===== config.mk =====
export PLATFORM = sky130hd
export DESIGN_NAME = seg_scan_capture
export DESIGN_NICKNAME = d
export VERILOG_FILES = /design/src/rtl/seg_scan_capture.sv
export SDC_FILE = /design/constraint.sdc
export NUM_CORES = 1
export LEC_CHECK = 0
export BUFFER_PORTS_ARGS = -buffer_cell sky130_fd_sc_hd__buf_4
export CAP_MARGIN = 25
export CORE_AREA = 2 2 120 122
export CTS_CLUSTER_SIZE = 40
export DETAILED_ROUTE_END_ITERATION = 10
export DIE_AREA = 0 0 122 124
export MAX_ROUTING_LAYER = met4
export PLACE_DENSITY = 0.68
export SETUP_SLACK_MARGIN = 0.05
export SLEW_MARGIN = 20
export SYNTH_ARGS = -nofsm -noshare
export SYNTH_HDL_FRONTEND = slang
export SYNTH_SLANG_ARGS = --single-unit

===== constraint.sdc =====
create_clock -name clk -period 5.78 [get_ports clk]
set_input_delay 1.734 -clock clk [delete_from_list [all_inputs] [get_ports clk]]
set_output_delay 1.734 -clock clk [all_outputs]
set_load 0.005 [all_outputs]

===== src/rtl/seg_scan_capture.sv =====
// seg_scan_capture: snoops a multiplexed active-low 7-segment bus and recovers
// the displayed BCD digits. A digit is sampled once per dwell after the bus
// has settled, and is only published once the same value has been seen on
// several consecutive dwells. Illegal patterns and anode contention are
// flagged with sticky error bits.
module seg_scan_capture #(
    parameter int NUM_DIGITS    = 8,
    parameter int SETTLE_CYCLES = 4,
    parameter int STABLE_CNT    = 2
) (
    input  logic                    clk,
    input  logic                    rst_n,
    input  logic [6:0]              seg_n,
    input  logic [NUM_DIGITS-1:0]   an_n,
    input  logic                    clr,
    output logic [4*NUM_DIGITS-1:0] bcd_flat,
    output logic [NUM_DIGITS-1:0]   digit_valid,
    output logic                    frame_done,
    output logic                    err_pattern,
    output logic                    err_anode
);

    localparam int IDX_W   = (NUM_DIGITS > 1) ? $clog2(NUM_DIGITS) : 1;
    localparam int CNT_W   = $clog2(SETTLE_CYCLES + 1);
    localparam int MATCH_W = $clog2(STABLE_CNT + 1);

    typedef enum logic [1:0] {
        IDLE   = 2'd0,
        SETTLE = 2'd1,
        HOLD   = 2'd2
    } state_t;

    typedef enum logic [1:0] {
        PAT_DIGIT = 2'd0,
        PAT_BLANK = 2'd1,
        PAT_BAD   = 2'd2
    } pat_class_t;

    // Synchroniser stages; blank (all-high) is the idle bus value.
    logic [6:0]            seg_s1, seg_s2;
    logic [NUM_DIGITS-1:0] an_s1, an_s2;

    // Dwell tracking.
    state_t             state, state_nxt;
    logic [IDX_W-1:0]   cur_idx, idx_nxt;
    logic [6:0]         ref_seg, ref_nxt;
    logic [CNT_W-1:0]   cnt, cnt_nxt;
    logic               sample;
    logic               anode_fault;

    // Anode analysis of the synchronised bus.
    logic [NUM_DIGITS-1:0] an_low;
    logic                  any_low, single_low, multi_low;
    logic [IDX_W-1:0]      an_idx;

    // Decode of the dwell's segment pattern.
    logic [6:0]   pat;
    pat_class_t   dec_class;
    logic [3:0]   dec_val;

    // Per-digit capture state.
    logic [NUM_DIGITS-1:0][3:0]         bcd_q;
    logic [NUM_DIGITS-1:0][3:0]         cand_q;
    logic [NUM_DIGITS-1:0][MATCH_W-1:0] match_q;
    logic [NUM_DIGITS-1:0]              mask_q;
    logic [NUM_DIGITS-1:0]              mask_set;

    assign bcd_flat = bcd_q;

    // Two-flop synchroniser for the asynchronous display bus.
    always_ff @(posedge clk) begin
        // NOTE: sequential state uses non-blocking assignments so every stage
        // samples the pre-edge value of the previous one; blocking here would
        // collapse the two stages into one.
        if (!rst_n) begin
            seg_s1 <= '1;
            seg_s2 <= '1;
            an_s1  <= '1;
            an_s2  <= '1;
        end else begin
            seg_s1 <= seg_n;
            seg_s2 <= seg_s1;
            an_s1  <= an_n;
            an_s2  <= an_s1;
        end
    end

    // Classify the synchronised anode lines and find the selected digit.
    always_comb begin
        an_low     = ~an_s2;
        any_low    = |an_low;
        single_low = $onehot(an_low);
        multi_low  = any_low && !single_low;
        an_idx     = '0;
        for (int i = 0; i < NUM_DIGITS; i++) begin
            if (an_low[i]) an_idx = IDX_W'(i);
        end
    end

    // Dwell FSM state register; clr deliberately leaves it alone.
    always_ff @(posedge clk) begin
        if (!rst_n) begin
            state   <= IDLE;
            cur_idx <= '0;
            ref_seg <= '1;
            cnt     <= '0;
        end else begin
            state   <= state_nxt;
            cur_idx <= idx_nxt;
            ref_seg <= ref_nxt;
            cnt     <= cnt_nxt;
        end
    end

    // Dwell FSM next state: settle, take exactly one sample, then hold.
    always_comb begin
        // NOTE: every output of this block gets a default first so no path
        // leaves a signal unassigned, which would otherwise infer a latch.
        state_nxt   = state;
        idx_nxt     = cur_idx;
        ref_nxt     = ref_seg;
        cnt_nxt     = cnt;
        sample      = 1'b0;
        anode_fault = 1'b0;
        case (state)
            IDLE: begin
                if (single_low) begin
                    state_nxt = SETTLE;
                    idx_nxt   = an_idx;
                    ref_nxt   = seg_s2;
                    cnt_nxt   = '0;
                end else if (multi_low) begin
                    anode_fault = 1'b1;
                end
            end
            SETTLE: begin
                if (!any_low) begin
                    state_nxt = IDLE;
                end else if (multi_low) begin
                    state_nxt   = IDLE;
                    anode_fault = 1'b1;
                end else if (an_idx != cur_idx || seg_s2 != ref_seg) begin
                    idx_nxt = an_idx;
                    ref_nxt = seg_s2;
                    cnt_nxt = '0;
                end else if (cnt == CNT_W'(SETTLE_CYCLES - 1)) begin
                    sample    = 1'b1;
                    state_nxt = HOLD;
                end else begin
                    cnt_nxt = cnt + CNT_W'(1);
                end
            end
            HOLD: begin
                if (!any_low) begin
                    state_nxt = IDLE;
                end else if (multi_low) begin
                    state_nxt   = IDLE;
                    anode_fault = 1'b1;
                end else if (an_idx != cur_idx) begin
                    state_nxt = SETTLE;
                    idx_nxt   = an_idx;
                    ref_nxt   = seg_s2;
                    cnt_nxt   = '0;
                end
            end
            default: state_nxt = IDLE;
        endcase
    end

    // Decode the settled pattern (active-high, bit0=a .. bit6=g).
    always_comb begin
        pat       = ~ref_seg;
        dec_class = PAT_DIGIT;
        dec_val   = 4'd0;
        case (pat)
            7'h3F:   dec_val = 4'd0;
            7'h06:   dec_val = 4'd1;
            7'h5B:   dec_val = 4'd2;
            7'h4F:   dec_val = 4'd3;
            7'h66:   dec_val = 4'd4;
            7'h6D:   dec_val = 4'd5;
            7'h7D:   dec_val = 4'd6;
            7'h07:   dec_val = 4'd7;
            7'h7F:   dec_val = 4'd8;
            7'h6F:   dec_val = 4'd9;
            7'h00:   dec_class = PAT_BLANK;
            default: dec_class = PAT_BAD;
        endcase
    end

    // Sampled-mask including the digit being sampled this cycle.
    always_comb begin
        mask_set          = mask_q;
        mask_set[cur_idx] = 1'b1;
    end

    // Per-digit stability tracking, publishing, frame pulse and error flags.
    always_ff @(posedge clk) begin
        // NOTE: the per-digit register arrays are reset explicitly because
        // clr must return them to a known state; they are flops, not RAM.
        if (!rst_n || clr) begin
            bcd_q       <= '0;
            cand_q      <= '0;
            match_q     <= '0;
            mask_q      <= '0;
            digit_valid <= '0;
            frame_done  <= 1'b0;
            err_pattern <= 1'b0;
            err_anode   <= 1'b0;
        end else begin
            frame_done <= 1'b0;
            if (anode_fault) err_anode <= 1'b1;

            for (int i = 0; i < NUM_DIGITS; i++) begin
                if (match_q[i] == MATCH_W'(STABLE_CNT)) begin
                    bcd_q[i]       <= cand_q[i];
                    digit_valid[i] <= 1'b1;
                end
            end

            if (sample) begin
                if (&mask_set) begin
                    frame_done <= 1'b1;
                    mask_q     <= '0;
                end else begin
                    mask_q <= mask_set;
                end

                case (dec_class)
                    PAT_DIGIT: begin
                        if (dec_val == cand_q[cur_idx]) begin
                            if (match_q[cur_idx] != MATCH_W'(STABLE_CNT))
                                match_q[cur_idx] <= match_q[cur_idx] + MATCH_W'(1);
                        end else begin
                            cand_q[cur_idx]  <= dec_val;
                            match_q[cur_idx] <= MATCH_W'(1);
                        end
                    end
                    PAT_BLANK: begin
                        digit_valid[cur_idx] <= 1'b0;
                        match_q[cur_idx]     <= '0;
                    end
                    default: err_pattern <= 1'b1;
                endcase
            end
        end
    end

endmodule


==> metrics.txt, run 1 <==
post-route ant nets=0; DRT iter0 DRCs=between 300 and 400; Syn Nets=approximately 750; #FFs+latches synth=roughly 140; vias=5,309; P_leak=3.442 nW; crit path DAT=between 5 and 6 ns; status=completed; commonest non-fill, non-tap cell in the layout=dfxtp_1; worst-skew pair later-pin latency=about 0.43 ns; initial antenna violation count=0; drc violations=0; H-tree Lvls=4; unrepaired setup endpoints after global routing=false; drt via density=~5.6; global routing met2 resource utilization=0.3869; Sink Count=144; final setup violating endpoints=0; highest-count cells in the layout ignoring fill and taps=dfxtp_1, mux2i_1, buf_4; CTS Root Cell=clkbuf_16; CP required=between 6 and 7 ns; Syn-to-layout area delta=15.71%; Final Hold Vio Count=0; GR Util met3=0.06044; finished layout cell area=~7900 sq um; Worst setup SP type=flip-flop; number of synthesized flops with an enable pin=0; max capacitance violation total=0; dpl ws=0.8951 ns; RePlAce Congestion=0.8868; core area=approximately 14,000 sq um; post-synthesis async set-or-reset flop share=0; power density over cell area=slightly below 400 nW/um^2; CP Max Fanout=7; Yosys top cell by area=dfxtp_1; worst vdd rail ir drop=roughly 240 uV; register area share after synthesis=0.4219; TritonCTS clock tree=built; Synth top area share=0.4219; CP Class=flip-flop to flip-flop; DIE HEIGHT=around 120 microns; fin. max-slew vios=0; Final Worst Setup Slack=about 0.9 ns; clock buffer count from CTS=17; number of global-route vias before repair=about 5,200; gr busiest metal=met2; Yosys cell types=82; Placed Area=approximately 7300 sq um; layout cells sized above 1=0.1872; Worst-Margin Slew=between 0.9 and 1 ns; prevailing post-synth register cell=dfxtp_1; yosys warns=0; drt pass-1 iters=5; hold_buf cts=0; f_max=a little over 200 MHz; Die W=122 microns; I/O pin total=~60; placement row count=43; Routed WL=16,220 microns; Min Hold Slack=around 0.4 ns; final worst-path cycle share=0.8428; first-pass GRT wire length=26,850 microns; routing usage on met1=0.2822; Total Neg Setup Slack=0 ns; PostCTS Resize Cnt=0; IO buf count=60; HP Class=flip-flop to flip-flop; biggest area contributors in the synthesized netlist=dfxtp_1, mux2i_1, nand2b_1, nand2_1, nor2_1; post-DP HPWL=11,480 microns; Cells after Synth=approximately 720; clk_skew=approximately 0.0081 ns; Rel. slew slack=0.3773; ANT cells=0; Critical Path End Type=flip-flop; Initial Utilization=0.4980; Fillers=between 1,000 and 1,500; CTS Buffer Depth=2; number of nets in the layout=approximately 800; mapped cell area=between 6000 and 7000 sq um; global route overflow=0; WL/cell=between 15 and 20 microns; Syn Area/Cell=9.556 sq um; clk slew on worst S/H paths=roughly 0.060 ns; min Tclk post-route=approximately 4.9 ns; Die ar.=~15,000 sq um; largest net degree at the start of global routing=47; postcts setup bufs=0; overall routing resource usage=0.2368
synth_stat cells, types with 3 or more instances:
cell type  instances
nor3_1             9
mux2i_1           83
a31oi_1            5
nand2_1           69
o22ai_1           10
a211oi_1           8
clkbuf_8           3
o21ai_0           11
a22oi_1            5
clkbuf_1          25
ha_1              11
and2_1             4
buf_6              5
nand3_1           29
dfxtp_1          144
nor3b_1            3
buf_4              3
mux4_2             3
inv_1             28
nand3_2            7
o2111ai_1          5
nor2_1            50
xor2_1             8
nand2b_1          42
a21oi_1           27
xnor2_1            4
o21ai_1           11
fa_1               4
nor2b_1           11
nand4_1            3
a31oi_2            7
buf_1              6
buf_2              9
nand3_4            4
kinds of logic after synthesis:
kind of cell | after synthesis | synth area share
AOI/OAI and AO/OA | 114 | 0.1260
xor gates and xnor gates | 12 | 0.01538
adders and majority gates | 15 | 0.03186
buffers and inverters | 82 | 0.06024
DFF | 144 | 0.4219
muxes | 87 | 0.1331
and+or+nand+nor | 261 | 0.2115
cell type report:
cell class	count	area [sq um]	share of cell area
flip-flops and latches	144	2883	0.3646
clock inverters	12	181.4	0.02295
well taps	180	225.2	0.02849
clock buffers	20	436.7	0.05523
repair buffers	70	525.5	0.06647
multi-input cells	489	3546	0.4485
inverters	29	108.9	0.01377
critical path, stage by stage, from the launching register on:
cell and delay (ns):
dfxtp_1 0.33, fa_1 0.53, inv_1 0.05, fa_1 0.45
fa_1 0.52, ha_1 0.19, inv_1 0.06, fa_1 0.41
a211oi_2 0.24, mux2i_1 0.15, or4b_4 0.58, a2111oi_4 0.36
and2b_1 0.53, nand3_4 0.17, mux2i_1 0.22
metrics by stage:
step	power (mW)	instances	utilization
floorplan	1.762	715	-
global placement	1.897	912	0.5312
global route	3.210	944	0.5763
CTS	3.069	944	0.5763
detailed placement	1.914	912	0.5312
finish	3.066	944	0.5763
flip-flops by register name, summed over array words and instances (netlist names):
| signal | count |
|---|---|
| an_s1 | 8 |
| an_s2 | 8 |
| bcd_flat | 32 |
| cand_q | 32 |
| cnt | 3 |
| cur_idx | 3 |
| digit_valid | 8 |
| err_anode | 1 |
| err_pattern | 1 |
| frame_done | 1 |
| mask_q | 8 |
| match_q | 16 |
| ref_seg | 7 |
| seg_s1 | 7 |
| seg_s2 | 7 |
| state | 2 |
power breakdown:
part           leakage (nW)  switching [mW]  total, mW  internal [mW]
Sequential             1.17          0.0912       1.13           1.03
Combinational          1.97           0.536      0.787          0.251
Clock                 0.299           0.429       1.15          0.725
routing by layer:
metal	up-vias	share of wire
met5	-	0
met1	2534	0.42
met2	170	0.49
li1	2574	-
met3	31	0.062
met4	0	0.023
worst paths after layout:
path	startpoint	to	slack, ns	depth (start not counted)
setup / recovery	an_s2[0]	cand_q[13]	0.91	14
hold / removal	an_s1[1]	an_s2[1]	0.40	1
setup reg to reg	an_s2[0]	cand_q[13]	0.91	14
hold reg to reg	an_s1[1]	an_s2[1]	0.40	1
Power figures use the tool's default switching activity.
==> run 2, diff against run 1 <==
==> constraint.sdc (replaced) <==
create_clock -name clk -period 5 [get_ports clk]
set_input_delay 1.5 -clock clk [delete_from_list [all_inputs] [get_ports clk]]
set_output_delay 1.5 -clock clk [all_outputs]
set_load 0.005 [all_outputs]
==> run 2 against run 1 <==
Effect of this change: non-clock buffer count is 4 higher; critical endpoint is now mask_q[0]; wire length is essentially flat; final area is essentially flat; critical path depth grew 1; sequential share of layout area hardly changed; largest power group is now sequential cells; setup slack worse by 0.69 ns; register-to-register slack got worse by 0.69 ns.
==> metrics.txt, run 2 (synthesized netlist as in run 1, its figures left out) <==
status=completed; drt pass-1 iters=5; Switch Pwr=between 1 and 1.5 mW; Die W=about 120 microns; H-tree Lvls=4; drt via density=between 5 and 6; f_max=roughly 210 MHz; Syn-to-layout area delta=15.82%; max capacitance violation total=0; TritonCTS clock tree=built; P_leak=around 3.4 nW; IO buf count=60; Final Hold Vio Count=0; overall routing resource usage=0.2331; hold_buf cts=0; largest net degree at the start of global routing=47; Worst-Margin Slew=roughly 1 ns; drc violations=0; Die ar.=15,130 sq um; P_int=2.237 mW; worst vdd rail ir drop=between 200 and 300 uV; final setup violating endpoints=0; worst-skew pair later-pin latency=roughly 0.43 ns; first-pass GRT wire length=about 27,000 microns; WL/cell=17.10 microns; CTS Root Cell=clkbuf_16; crit path DAT=slightly above 5 ns; HP Class=flip-flop to flip-flop; Rel. slew slack=0.3183; CP Max Fanout=13; min Tclk post-route=around 4.8 ns; fin. max-slew vios=0; clk_skew=slightly above 0.009 ns; Switching Share=0.3597; PostCTS Resize Cnt=0; CTS Buffer Depth=2; number of global-route vias before repair=between 5,000 and 6,000; DRT iter0 DRCs=between 300 and 400; post-route ant nets=0; CP required=5.31 ns; highest-count cells in the layout ignoring fill and taps=dfxtp_1, mux2i_1, buf_4; CP Class=flip-flop to flip-flop; number of nets in the layout=a little under 800; postcts setup bufs=0; global route overflow=0; initial antenna violation count=0; Clk pwr share=0.366; core area=~14,000 sq um; reg-to-reg slack, setup=0.21 ns; layout cells sized above 1=0.1953; Critical path origin=an_s2[0]; power density over cell area=441.4 nW/um^2; post-DP HPWL=between 10,000 and 15,000 microns; Routed WL=between 15,000 and 20,000 microns; ANT cells=0; Sink Count=144; sequential share of power=0.374; vias=around 5,300; Critical Path End Type=flip-flop; DIE HEIGHT=124 microns; commonest non-fill, non-tap cell in the layout=dfxtp_1; placement row count=43; clk slew on worst S/H paths=around 0.060 ns; clock buffer count from CTS=17; Worst setup SP type=flip-flop; hold path startpoint=an_s1[1]; unrepaired setup endpoints after global routing=false; Comb power frac=0.261; Initial Utilization=0.4980; final worst-path cycle share=0.9572; Pwr Total=between 3 and 4 mW; Total Neg Setup Slack=0 ns; RePlAce Congestion=0.9298; I/O pin total=61; FF-to-FF Start=an_s2[0]
[run 2: cell types whose count changed in the layout (fill, tap and decap cells not counted), sizes merged]
cell / delta
clkinvlp: +3
clkinv: -3
inv: +5
bufinv: -2
buf: +4
clkbuf: -3
[run 2: per-layer routing]
| layer | track usage | vias up | part of all wire |
|---|---|---|---|
| met2 | 0.3897 | 155 | 0.50 |
| met3 | 0.04396 | 34 | 0.049 |
| met4 | 0.09770 | 0 | 0.022 |
| li1 | - | 2577 | - |
| met1 | 0.2770 | 2528 | 0.43 |
| met5 | - | - | 0 |
[run 2: path summary, 6_finish.rpt]
check | endpoint | cells past startpoint
worst max-delay path | mask_q[0] | 15
worst min-delay path | an_s2[1] | 1
worst max register to register | mask_q[0] | 15
worst min register to register | an_s2[1] | 1
[run 2: power groups by stage]
stage,registers [mW],clock network [mW],logic [mW]
2_1_floorplan,1.24,0,0.795
3_3_place_gp,1.32,0,0.885
3_5_place_dp,1.33,0,0.895
4_1_cts,1.30,1.30,0.901
5_1_grt,1.32,1.35,0.990
6_report,1.31,1.28,0.910
[run 2: cell type report]
type | instances | area, sq um
Clock buffer | 17 | 425.4
Tap cell | 180 | 225.2
Inverter | 29 | 108.9
Timing Repair Buffer | 74 | 555.5
Clock inverter | 15 | 170.2
Multi-Input combinational cell | 489 | 3546
Sequential cell | 144 | 2883
Fill cell | 1192 | 5806
[run 2: critical path: stages (launching register included)]
cell and delay (ns):
dfxtp_1 0.33, fa_1 0.54, inv_1 0.05, fa_1 0.44
fa_1 0.51, ha_1 0.19, inv_1 0.06, fa_1 0.41
a211oi_2 0.24, mux2i_1 0.15, or4b_4 0.57, a2111oi_4 0.39
buf_4 0.28, buf_4 0.17, a21oi_1 0.15, nor2b_1 0.19
[run 2: through the flow]
stage / util / instances / hold slack [ns] / worst slack [ns] / area (sq um)
floorplan: - / 715 / 0.3863 / 0.6072 / 6833
global placement: 0.5334 / 916 / 0.3897 / 0.3946 / 7318
detailed placement: 0.5334 / 916 / 0.3928 / 0.2506 / 7318
CTS: 0.5768 / 948 / 0.4045 / 0.2256 / 7914
global route: 0.5768 / 948 / 0.4126 / 0.06671 / 7914
finish: 0.5768 / 948 / 0.4014 / 0.2140 / 7914
